==> src/rtl/filtro_temperatura_if.sv <==
// Sample/result bundle between the raw temperature sensor and filtro_temperatura.
// The master drives raw readings; the slave returns the filtered temperature and fault flag.
interface filtro_temperatura_if;
    logic signed [10:0] muestra_in;
    logic               muestra_valida;
    logic signed [10:0] temp_entrada;
    logic               temp_valida;
    logic               sensor_falla;

    modport master (
        output muestra_in,
        output muestra_valida,
        input  temp_entrada,
        input  temp_valida,
        input  sensor_falla
    );

    modport slave (
        input  muestra_in,
        input  muestra_valida,
        output temp_entrada,
        output temp_valida,
        output sensor_falla
    );
endinterface

==> src/rtl/filtro_temperatura.sv <==
// Clamp, 4-sample moving average and no-sample watchdog for a raw temperature sensor.
// Optional spike rejection is built when FILTRO_RECHAZO_PICOS_EN is defined.
module filtro_temperatura #(
    parameter int          LIM_MIN        = -11'sd400,
    parameter int          LIM_MAX        = 32'sd1250,
    parameter int unsigned TIMEOUT_CICLOS = 32'd1000,
    parameter int unsigned UMBRAL_PICO    = 32'd50
) (
    input  logic                 clk,
    input  logic                 rst,
    filtro_temperatura_if.slave  bus
);

    // Readings are 11-bit signed, so limits outside [-1024, 1023] can never bind.
    localparam int LIM_INF = (LIM_MIN < -32'sd1024) ? -32'sd1024 : LIM_MIN;
    localparam int LIM_SUP = (LIM_MAX > 32'sd1023)  ? 32'sd1023  : LIM_MAX;
    localparam logic signed [10:0] LIM_INF_S = 11'(LIM_INF);
    localparam logic signed [10:0] LIM_SUP_S = 11'(LIM_SUP);

    localparam int CW = $clog2(TIMEOUT_CICLOS + 32'd1);
    localparam logic [CW-1:0] CONT_TOPE = CW'(TIMEOUT_CICLOS);
    localparam logic [CW-1:0] CONT_UNO  = CW'(1);
    localparam logic [CW-1:0] CONT_CERO = CW'(0);

    localparam logic signed [10:0] TEMP_RESET = 11'sd200;

    if (TIMEOUT_CICLOS < 32'd1) begin : g_err_timeout
        $error("filtro_temperatura: TIMEOUT_CICLOS must be at least 1");
    end
    if (LIM_INF > LIM_SUP) begin : g_err_limites
        $error("filtro_temperatura: LIM_MIN above LIM_MAX");
    end
    if (UMBRAL_PICO > 32'd2047) begin : g_err_umbral
        $error("filtro_temperatura: UMBRAL_PICO wider than any reading difference");
    end

    typedef enum logic [0:0] {
        ST_VACIA = 1'b0,
        ST_LLENA = 1'b1
    } estado_t;

    function automatic logic signed [10:0] limita(input logic signed [10:0] x);
        if (x < LIM_INF_S) begin
            limita = LIM_INF_S;
        end else if (x > LIM_SUP_S) begin
            limita = LIM_SUP_S;
        end else begin
            limita = x;
        end
    endfunction

    // 13-bit sum, arithmetic shift gives floor toward -infinity.
    function automatic logic signed [10:0] promedio(
        input logic signed [10:0] a,
        input logic signed [10:0] b,
        input logic signed [10:0] c,
        input logic signed [10:0] d
    );
        logic signed [12:0] suma;
        suma = {{2{a[10]}}, a} + {{2{b[10]}}, b} + {{2{c[10]}}, c} + {{2{d[10]}}, d};
        promedio = 11'(suma >>> 2);
    endfunction

    estado_t            estado_r;
    estado_t            estado_sig_s;
    logic signed [10:0] ventana_r [4];
    logic signed [10:0] muestra_lim_s;
    logic signed [10:0] prom_s;
    logic               acepta_s;
    logic               pend_r;
    logic signed [10:0] temp_entrada_r;
    logic               temp_valida_r;
    logic [CW-1:0]      cont_r;
    logic [CW-1:0]      cont_sig_s;
    logic               sensor_falla_r;
    logic               falla_sig_s;
    logic               falla_sube_s;

    assign muestra_lim_s = limita(bus.muestra_in);
    assign prom_s        = promedio(ventana_r[0], ventana_r[1], ventana_r[2], ventana_r[3]);

`ifdef FILTRO_RECHAZO_PICOS_EN
    logic [1:0]         picos_r;
    logic [1:0]         picos_sig_s;
    logic signed [11:0] dif_s;
    logic [11:0]        dif_abs_s;
    logic               es_pico_s;

    // Distance of the clamped reading from the current window average.
    always_comb begin
        dif_s = $signed({muestra_lim_s[10], muestra_lim_s}) - $signed({prom_s[10], prom_s});
        if (dif_s < 12'sd0) begin
            dif_abs_s = 12'(-dif_s);
        end else begin
            dif_abs_s = 12'(dif_s);
        end
        es_pico_s = (dif_abs_s > 12'(UMBRAL_PICO));
    end

    // Accept decision: a third consecutive spike is taken as a genuine step.
    always_comb begin
        acepta_s    = 1'b0;
        picos_sig_s = picos_r;
        if (bus.muestra_valida) begin
            if ((estado_r == ST_LLENA) && es_pico_s) begin
                if (picos_r == 2'd2) begin
                    acepta_s    = 1'b1;
                    picos_sig_s = 2'd0;
                end else begin
                    acepta_s    = 1'b0;
                    picos_sig_s = picos_r + 2'd1;
                end
            end else begin
                acepta_s    = 1'b1;
                picos_sig_s = 2'd0;
            end
        end else begin
            acepta_s = 1'b0;
        end
    end

    // Consecutive-spike counter.
    always_ff @(posedge clk) begin
        if (rst) begin
            picos_r <= 2'd0;
        end else begin
            picos_r <= picos_sig_s;
        end
    end
`else
    // Every valid reading is accepted.
    always_comb begin
        acepta_s = 1'b0;
        if (bus.muestra_valida) begin
            acepta_s = 1'b1;
        end else begin
            acepta_s = 1'b0;
        end
    end
`endif

    // Watchdog: cleared by any valid reading, saturates at the timeout.
    always_comb begin
        cont_sig_s = cont_r;
        if (bus.muestra_valida) begin
            cont_sig_s = CONT_CERO;
        end else if (cont_r == CONT_TOPE) begin
            cont_sig_s = CONT_TOPE;
        end else begin
            cont_sig_s = cont_r + CONT_UNO;
        end
        falla_sig_s  = (cont_sig_s == CONT_TOPE);
        falla_sube_s = falla_sig_s && !sensor_falla_r;
    end

    // Window priming: a fault forgets the history, the next accepted reading refills it.
    always_comb begin
        estado_sig_s = estado_r;
        case (estado_r)
            ST_VACIA: begin
                if (acepta_s) begin
                    estado_sig_s = ST_LLENA;
                end else begin
                    estado_sig_s = ST_VACIA;
                end
            end
            ST_LLENA: begin
                if (falla_sube_s) begin
                    estado_sig_s = ST_VACIA;
                end else begin
                    estado_sig_s = ST_LLENA;
                end
            end
            default: estado_sig_s = ST_VACIA;
        endcase
    end

    // State, watchdog and fault registers.
    always_ff @(posedge clk) begin
        if (rst) begin
            estado_r       <= ST_VACIA;
            cont_r         <= CONT_CERO;
            sensor_falla_r <= 1'b0;
        end else begin
            estado_r       <= estado_sig_s;
            cont_r         <= cont_sig_s;
            sensor_falla_r <= falla_sig_s;
        end
    end

    // Sample window; ventana_r[0] is the newest entry.
    always_ff @(posedge clk) begin
        if (rst) begin
            for (int i = 0; i < 4; i++) begin
                ventana_r[i] <= 11'sd0;
            end
        end else if (acepta_s) begin
            if (estado_r == ST_VACIA) begin
                for (int i = 0; i < 4; i++) begin
                    ventana_r[i] <= muestra_lim_s;
                end
            end else begin
                ventana_r[3] <= ventana_r[2];
                ventana_r[2] <= ventana_r[1];
                ventana_r[1] <= ventana_r[0];
                ventana_r[0] <= muestra_lim_s;
            end
        end
    end

    // Result publishes one edge after the window update.
    always_ff @(posedge clk) begin
        if (rst) begin
            pend_r         <= 1'b0;
            temp_valida_r  <= 1'b0;
            temp_entrada_r <= TEMP_RESET;
        end else begin
            pend_r        <= acepta_s;
            temp_valida_r <= pend_r;
            if (pend_r) begin
                temp_entrada_r <= prom_s;
            end
        end
    end

    assign bus.temp_entrada = temp_entrada_r;
    assign bus.temp_valida  = temp_valida_r;
    assign bus.sensor_falla = sensor_falla_r;

endmodule
==> src/flat_wrapper.sv <==
// flat-port wrapper written by rule: the top's interface ports become plain ports
module filtro_temperatura_flat 
#(
    parameter int          LIM_MIN        = -11'sd400,
    parameter int          LIM_MAX        = 32'sd1250,
    parameter int unsigned TIMEOUT_CICLOS = 32'd1000,
    parameter int unsigned UMBRAL_PICO    = 32'd50
)
  (clk, rst, bus_muestra_in, bus_muestra_valida, bus_temp_entrada, bus_temp_valida, bus_sensor_falla);
  filtro_temperatura_if bus_i ();
  input  logic clk;
  input  logic rst;
  input wire logic [$bits(bus_i.muestra_in)-1:0] bus_muestra_in;
  input wire logic [$bits(bus_i.muestra_valida)-1:0] bus_muestra_valida;
  output wire logic [$bits(bus_i.temp_entrada)-1:0] bus_temp_entrada;
  output wire logic [$bits(bus_i.temp_valida)-1:0] bus_temp_valida;
  output wire logic [$bits(bus_i.sensor_falla)-1:0] bus_sensor_falla;
  assign bus_i.muestra_in = bus_muestra_in;
  assign bus_i.muestra_valida = bus_muestra_valida;
  assign bus_temp_entrada = bus_i.temp_entrada;
  assign bus_temp_valida = bus_i.temp_valida;
  assign bus_sensor_falla = bus_i.sensor_falla;
  filtro_temperatura #(.LIM_MIN(LIM_MIN), .LIM_MAX(LIM_MAX), .TIMEOUT_CICLOS(TIMEOUT_CICLOS), .UMBRAL_PICO(UMBRAL_PICO)) u_core (.clk(clk), .rst(rst), .bus(bus_i));
endmodule
==> config.mk <==
export PLATFORM = sky130hd
export DESIGN_NAME = filtro_temperatura_flat
export DESIGN_NICKNAME = d
export VERILOG_FILES = /design/src/rtl/filtro_temperatura_if.sv /design/src/rtl/filtro_temperatura.sv /design/src/flat_wrapper.sv
export SDC_FILE = /design/constraint.sdc
export NUM_CORES = 1
export LEC_CHECK = 0
export CORE_ASPECT_RATIO = 1.5
export CORE_UTILIZATION = 39
export DETAILED_ROUTE_END_ITERATION = 16
export GPL_ROUTABILITY_DRIVEN = 0
export GPL_TIMING_DRIVEN = 0
export SYNTH_ARGS = -nofsm -noshare
export SYNTH_HDL_FRONTEND = slang
export SYNTH_SLANG_ARGS = --single-unit
==> constraint.sdc <==
create_clock -name clk -period 5.2 [get_ports clk]
set_clock_uncertainty 0.2 [all_clocks]
set_input_delay 0.78 -clock clk [delete_from_list [all_inputs] [get_ports clk]]
set_output_delay 0.78 -clock clk [all_outputs]
set_load 0.01 [all_outputs]
Word level (Yosys, flattened, before mapping). Memories as Yosys holds them, arrays and structs flattened. Index checks and enable logic that the tools add are counted.

Order comparisons: 2. Bitwise gates (word level): 9. Eq/ne operators: 2. $add $sub $neg: 4. Multiplexer cells: 26. Reduce and logical (&&, ||, !) cells: 2.

Operators with widths (number): 2-to-1 mux 11 bit (10); adder 13 bit (2); == test 10 bit (second input constant) (2); 2-to-1 mux 10 bit (2); 2-to-1 mux 1 bit (13); adder 11 x 11 -> 12 bit (1); > comparator 11 bit (second input constant) (1); < comparator 11 x 10 -> 1 bit (second input constant) (1); adder 10 x 1 -> 10 bit (second input constant) (1); OR 1 bit (8); one-hot mux 1 bit (2 select lines) (1); logical AND 1 bit (1); logical NOT 1 bit (1); NOT 1 bit (1).

Memories kept: 1. Output and inout bits: 13. Register bits: 25. Bits of input ports: 14. Bits in writable memories: 44. Logic and storage cells: 52.

Memories: u_core.ventana_r (depth 4, width 11, read ports 4, clocked after memory_dff 0, wr ports 4, line filtro_temperatura.sv:66) `logic signed [10:0] ventana_r [4];`.

Longest topological paths before layout. Gate-level depths: netlist (run 1).

Word-level depth: 7. Mapped depth: 15. Mapped depth without buffers: 15.

Worst setup path after synthesis (run 1). No wires, ideal clock.

Path kind: register to register. From: memory u_core.ventana_r[0][1]. To: register u_core.temp_entrada_r[10], in the netlist u_core.bus.temp_entrada[10]. Cell stages (with the launch flop): 15. Clock period less this slack: 3.656 ns. Setup time: 0.122 ns. Required time: 4.878 ns. Setup slack: 1.544 ns. Data arrival time: 3.334 ns. Path buffers: 0. Cell sequence: edfxtp_1 ha_1 a21oi_1 nor2b_1 a311o_1 a31oi_1 xor2_1 fa_1 inv_1 ha_1 a21oi_1 o221ai_1 o21ai_0 o21ai_0 a221o_1.

RTL lines: start, declared (line filtro_temperatura.sv:66); end signal, assigned (line filtro_temperatura.sv:221) `temp_entrada_r <= prom_s;`; end, declared (line filtro_temperatura.sv:71) `logic signed [10:0] temp_entrada_r;`.

==> results of run 1 <==
==> path summary, 6_finish.rpt <==
path / startpoint / endpoint / slack (ps) / depth (start not counted)
max: u_core.ventana_r[0][1] / u_core.bus.temp_entrada[10] / 1190 / 14
max reg2reg: u_core.ventana_r[0][1] / u_core.bus.temp_entrada[10] / 1190 / 14
min: u_core.bus.temp_entrada[7] / u_core.bus.temp_entrada[7] / 270 / 1
min reg2reg: u_core.bus.temp_entrada[7] / u_core.bus.temp_entrada[7] / 270 / 1
==> through the flow <==
stage               hold WS (ps)  util (%)  instances  setup slack [ps]  total power, mW
floorplan                    260         -        428              1540             1.03
global placement             245      45.0        595               948             1.15
detailed placement           251      45.3        596              1190             1.16
CTS                          264      48.0        612              1170             1.75
global route                 280      48.0        612               931             1.84
finish                       265      48.0        612              1190             1.73
==> cell type report <==
type | instances | area share, %
multi-input cells | 294 | 42.7
flip-flops and latches | 69 | 37.0
repair buffers | 27 | 5.84
clock buffers | 13 | 4.88
inverters | 53 | 4.04
well taps | 141 | 3.58
plain buffers | 12 | 1.17
clock inverters | 3 | 0.813
==> cell usage after synthesis, types with 2 or more instances <==
cell / count
a21o_1: 6
inv_1: 53
xor2_1: 17
fa_1: 13
a2111oi_2: 2
edfxtp_1: 44
or3_1: 2
nand3_1: 6
a31o_2: 4
nor4_1: 2
o31ai_1: 2
and3b_1: 2
xnor2_1: 6
clkbuf_1: 6
nand2b_1: 6
a21oi_1: 43
buf_1: 4
dfxtp_1: 25
a31oi_1: 3
nor3_1: 6
ha_1: 24
o21ai_0: 9
nor2_1: 34
o22ai_1: 2
a311o_1: 3
nor2b_1: 8
o2111a_1: 2
and2_1: 7
o21a_1: 3
nand2_1: 47
nand4_1: 4
nand3b_1: 2
or2_2: 4
==> where the power goes <==
group	total [mW]	switching, mW	internal [mW]
Clock	0.589	0.218	0.370
Combinational	0.493	0.279	0.214
Sequential	0.652	0.0223	0.630
==> flip-flops by register name (all words and copies together) (netlist names) <==
| register | cells |
|---|---|
| u_core.estado_r | 1 |
| u_core.bus.temp_valida | 1 |
| u_core.bus.sensor_falla | 1 |
| u_core.pend_r | 1 |
| u_core.ventana_r | 44 |
| u_core.bus.temp_entrada | 11 |
| u_core.cont_r | 10 |
==> cell usage in the layout, fill, tap and decap left out, types with 8 or more instances in the layout <==
| master | instances |
|---|---|
| edfxtp_1 | 44 |
| nor2_1 | 34 |
| clkbuf_1 | 9 |
| inv_1 | 53 |
| ha_1 | 24 |
| o21ai_0 | 9 |
| a21oi_1 | 43 |
| clkdlybuf4s50_1 | 26 |
| nor2b_1 | 8 |
| dfxtp_1 | 25 |
| nand2_1 | 47 |
| clkbuf_16 | 9 |
| xor2_1 | 17 |
| fa_1 | 13 |
==> worst max-delay path, cell delays in order, from the launching register on <==
cell and delay, ps:
edfxtp_1 440, ha_1 310, a21oi_1 150, nor2b_1 80, a311o_1 420, a31oi_1 230, xor2_1 110, fa_1 480
inv_1 40, ha_1 370, a21oi_1 360, o221ai_1 170, o21ai_0 120, o21ai_0 120, a221o_1 290
==> kinds of logic after synthesis <==
family	synth area share, %
mux	0.240
simple gates	15.6
fa+ha+maj	13.4
xor+xnor	4.82
compound gates	16.2
buf+inv	6.11
flops	43.6
==> per-layer routing <==
| metal | global-route usage [%] | vias up |
|---|---|---|
| met3 | 2.95 | 13 |
| met2 | 31.9 | 44 |
| li1 | - | 1564 |
| met5 | 0 | - |
| met1 | 19.8 | 1431 |
| met4 | 7.55 | 0 |
==> flow_summary.yaml, run 1 <==
die:
  dieWidth_um: 86.5
  core_area_mm2: 0.0102
  design.die.area_mm2: 0.0111
  ios: 27
  start_util_pct: 40.8
  rows: 45
  dieHeight_um: 129
final_layout:
  drive_gt1_share_pct: 7.01
  nNetsFinal: 517
  area_delta_synth_final_pct: 17.8
  register_area_mm2: 0.00182
  insertedDiodeCount: 0
  fin_area_mm2: 0.00492
  multi_input_area_mm2: 0.00210
  fillers: 1030
timing:
  finalSetupViolCount: 0
  fin_tns_setup_ps: 0
  slew_violations: 0
  finalHoldViolCount: 0
  slew_headroom_pct: 53.4
  post-route-period-util_pct: 77.2
  min_period_ps: 4010
  worst-slew-pin-transition_ps: 699
  clock.fmax_mhz: 249
  rsz0062_at_grt: "no"
global_route:
  grt_max_degree: 27
  grt_antenna_before_repair: 0
  overflow: 0
  grt_pass1_wl_mm: 14.8
  grt_pass1_vias: 3129
  grtUsageTotal_pct: 17.5
power_and_ir_drop:
  max-vdd-ir-drop_mv: 0.167
  power-per-cell-area_mw_per_mm2: 352
  p_leak_nw: 2.04
route:
  via_per_inst: 4.99
  first_pass_iters: 4
  drcViolationCount: 0
  met1Wirelength_mm: 3.66
  wl_met3_um: 214
  met2WireLength_mm: 4.77
  highest_layer: "met4"
  ant_nets: 0
  wirelength_mm: 8.82
  drt-initial-drc-count: 109
  wl_per_cell_um: 14.4
  route.vias.total: 3052
cts:
  cts_resized: 0
  cts_max_level: 3
  clk_pin_slew_ps: 50
  clock_latency_ps: 330
  clockRootBuffer: "clkbuf_16"
  cts_setup_buffers: 0
  hold_buffers: 0
  cts_buffer_depth: 2
  cts_tree: "yes"
  cts_buffers: 9
  clock_sinks: 69
placement:
  hpwl_mm: 6.75
  io_buffers: 26
  placed_area_mm2: 0.00464
logic_synthesis:
  async_flop_share_pct: 0
  synth_ff_type: "edfxtp_1"
  synth_area_leaders: "edfxtp_1 (32%), dfxtp_1 (12%), ha_1 (7.2%)"
  postSynthCellCount: 428
  synth_seq_cells: 69
  synth_enable_flop_cells: 44
  yosysWarnings: 0
  synth.yosys.seq_area_share_pct: 43.6
  synth_nets: 479
  synth_cell_types: 60
  avgSynthCellArea_um2: 9.76
  syn_area_mm2: 0.00418
  yosys.area.top_type: "edfxtp_1"
  yosysTopAreaCellShare_pct: 31.6
min_path:
  worstHoldPathType: "reg2reg"
worst_setup_path:
  cp.arrival_ps: 4030
  critical_path_required_ps: 5210
  critPathLaunchType: "register"
  end_kind: "register"
  path_class: "reg2reg"
  worstPathMaxFanout: 5
status:
  outcome: "finished clean"
job:
  cap_violations: 0
Note: power is estimated with default switching activity, not from simulation.
==> run 2, diff against run 1 <==
clock period = 3.4 ns   (was 5.2 ns; I/O delays follow)
==> flow_summary.yaml, run 2 (synthesized netlist as in run 1, its figures left out) <==
status:
  outcome: "complete, but fails checks"
  violations: "setup timing"
worst_setup_path:
  worstPathMaxFanout: 5
  reg2reg_slack_ps: -280
  end_kind: "register"
  cp.arrival_ps: 3700
  critPathLaunchType: "register"
  critical_path_required_ps: 3420
  path_class: "reg2reg"
cts:
  clockRootBuffer: "clkbuf_16"
  clock_sinks: 69
  cts_tree: "yes"
  clock_latency_ps: 340
  cts_buffer_depth: 2
  cts_max_level: 3
  cts_buffers: 9
  clk_pin_slew_ps: 60
timing:
  min_period_ps: 3680
  slew_violations: 0
  finalWorstSetupSlack_ps: -277
  finalHoldViolCount: 0
  post-route-period-util_pct: 108
  worst-slew-pin-transition_ps: 712
  finalSetupViolCount: 6
  holdWs_ps: 254
  clock.fmax_mhz: 272
  rsz0062_at_grt: "yes"
  slew_headroom_pct: 52.5
route:
  route.vias.total: 3187
  first_pass_iters: 4
  drt-initial-drc-count: 116
  wl_per_cell_um: 14.7
  via_per_inst: 5.07
  drcViolationCount: 0
  wirelength_mm: 9.26
  ant_nets: 0
die:
  design.die.area_mm2: 0.0111
  rows: 45
  start_util_pct: 40.8
  ios: 27
  dieHeight_um: 129
  core_area_mm2: 0.0102
  dieWidth_um: 86.5
placement:
  io_buffers: 26
  dp_slack_ps: -381
  hpwl_mm: 6.71
global_route:
  overflow: 0
  grt_pass1_vias: 3232
  grt_antenna_before_repair: 0
  grt_pass1_wl_mm: 15.2
  grtUsageTotal_pct: 18.2
  grt_max_degree: 28
min_path:
  worstHoldPathType: "reg2reg"
final_layout:
  area_delta_synth_final_pct: 30.1
  mostFrequentLayoutCells: "inv_1 (47), nand2_1 (44), edfxtp_1 (44)"
  insertedDiodeCount: 0
  top_register: "u_core.ventana_r"
  layout_commonest_cell: "inv_1"
  largest_register_ffs: 44
  drive_gt1_share_pct: 20.5
  nNetsFinal: 534
power_and_ir_drop:
  p_leak_nw: 2.15
  p_switching_uw: 996
  total_power_mw: 3.16
  seqPwrFrac_pct: 31.7
  p_sw_share_pct: 31.6
  power.share.combinational_pct: 36.5
  p_int_mw: 2.16
  power-per-cell-area_mw_per_mm2: 581
  max-vdd-ir-drop_mv: 0.298
  pwr-share-clk_pct: 31.8
job:
  cap_violations: 0
run 2: cell types whose count changed in the layout (fill, tap and decap cells not counted), moves of 6 or more:
cell	before	now
buf_4	1	13
ha_1	24	12
ha_4	0	11
a21oi_1	43	37
inv_1	53	47
inv_2	0	6
o21ai_0	9	3
run 2: metal layers:
metal | GRT usage (%) | vias up | share of wire [%]
li1 | - | 1604 | -
met1 | 19.8 | 1520 | 41
met2 | 33.4 | 51 | 55
met3 | 3.34 | 12 | 2.5
met4 | 8.92 | 0 | 2.0
met5 | 0 | - | 0
run 2: what timing repair did:
action,4_1_cts,5_1_grt
hold buffers,0,0
setup endpoints to repair,6,8
gates resized for setup,29,20
pin swaps,37,20
setup buffers,15,3
run 2: worst max-delay path, cell delays in order (launching register included):
cell	delay (ps)
edfxtp_1	400
ha_2	230
fa_2	360
a21o_1	210
nand4_1	150
nand3b_1	140
a31oi_2	210
xor2_1	100
fa_1	500
inv_2	50
ha_4	300
nand2_4	70
nor2_4	80
o21ai_1	90
o2111a_1	240
a221o_1	250
run 2: area by class of cell:
type / count / area [µm²]
sequential: 69 / 1820
clock inverter: 7 / 90.1
timing repair buffer: 44 / 434
fill: 949 / 4810
buffer: 12 / 57.6
multi-input combinational: 294 / 2430
clock buffer: 9 / 225
tap: 141 / 176
inverter: 53 / 199
run 2: final timing paths:
kind / startpoint / to / cells after the start
worst max-delay path: u_core.ventana_r[0][11] / u_core.bus.temp_entrada[10] / 15
worst min-delay path: u_core.bus.temp_entrada[4] / u_core.bus.temp_entrada[4] / 2
worst max register to register: u_core.ventana_r[0][11] / u_core.bus.temp_entrada[10] / 15
worst min register to register: u_core.bus.temp_entrada[4] / u_core.bus.temp_entrada[4] / 2
run 2: stage by stage:
step | setup TNS [ps] | util [%] | cell area [µm²] | std cells
2_1_floorplan | -48.9 | - | 4310 | 428
3_3_place_gp | -26850 | 46.3 | 4740 | 595
3_5_place_dp | -1630 | 46.6 | 4770 | 596
4_1_cts | -1120 | 52.0 | 5330 | 627
5_1_grt | -2210 | 53.0 | 5440 | 629
6_report | -1140 | 53.0 | 5440 | 629
run 2: power groups by stage:
stage,Combinational (mW),Clock (mW),Sequential [mW]
after CTS,1.04,1.02,1.00
after floorplan,0.633,0,1.02
final,1.15,1.00,1.00
after detailed placement,0.843,0,1.02
after global placement,0.828,0,1.02
after global routing,1.25,1.05,1.01
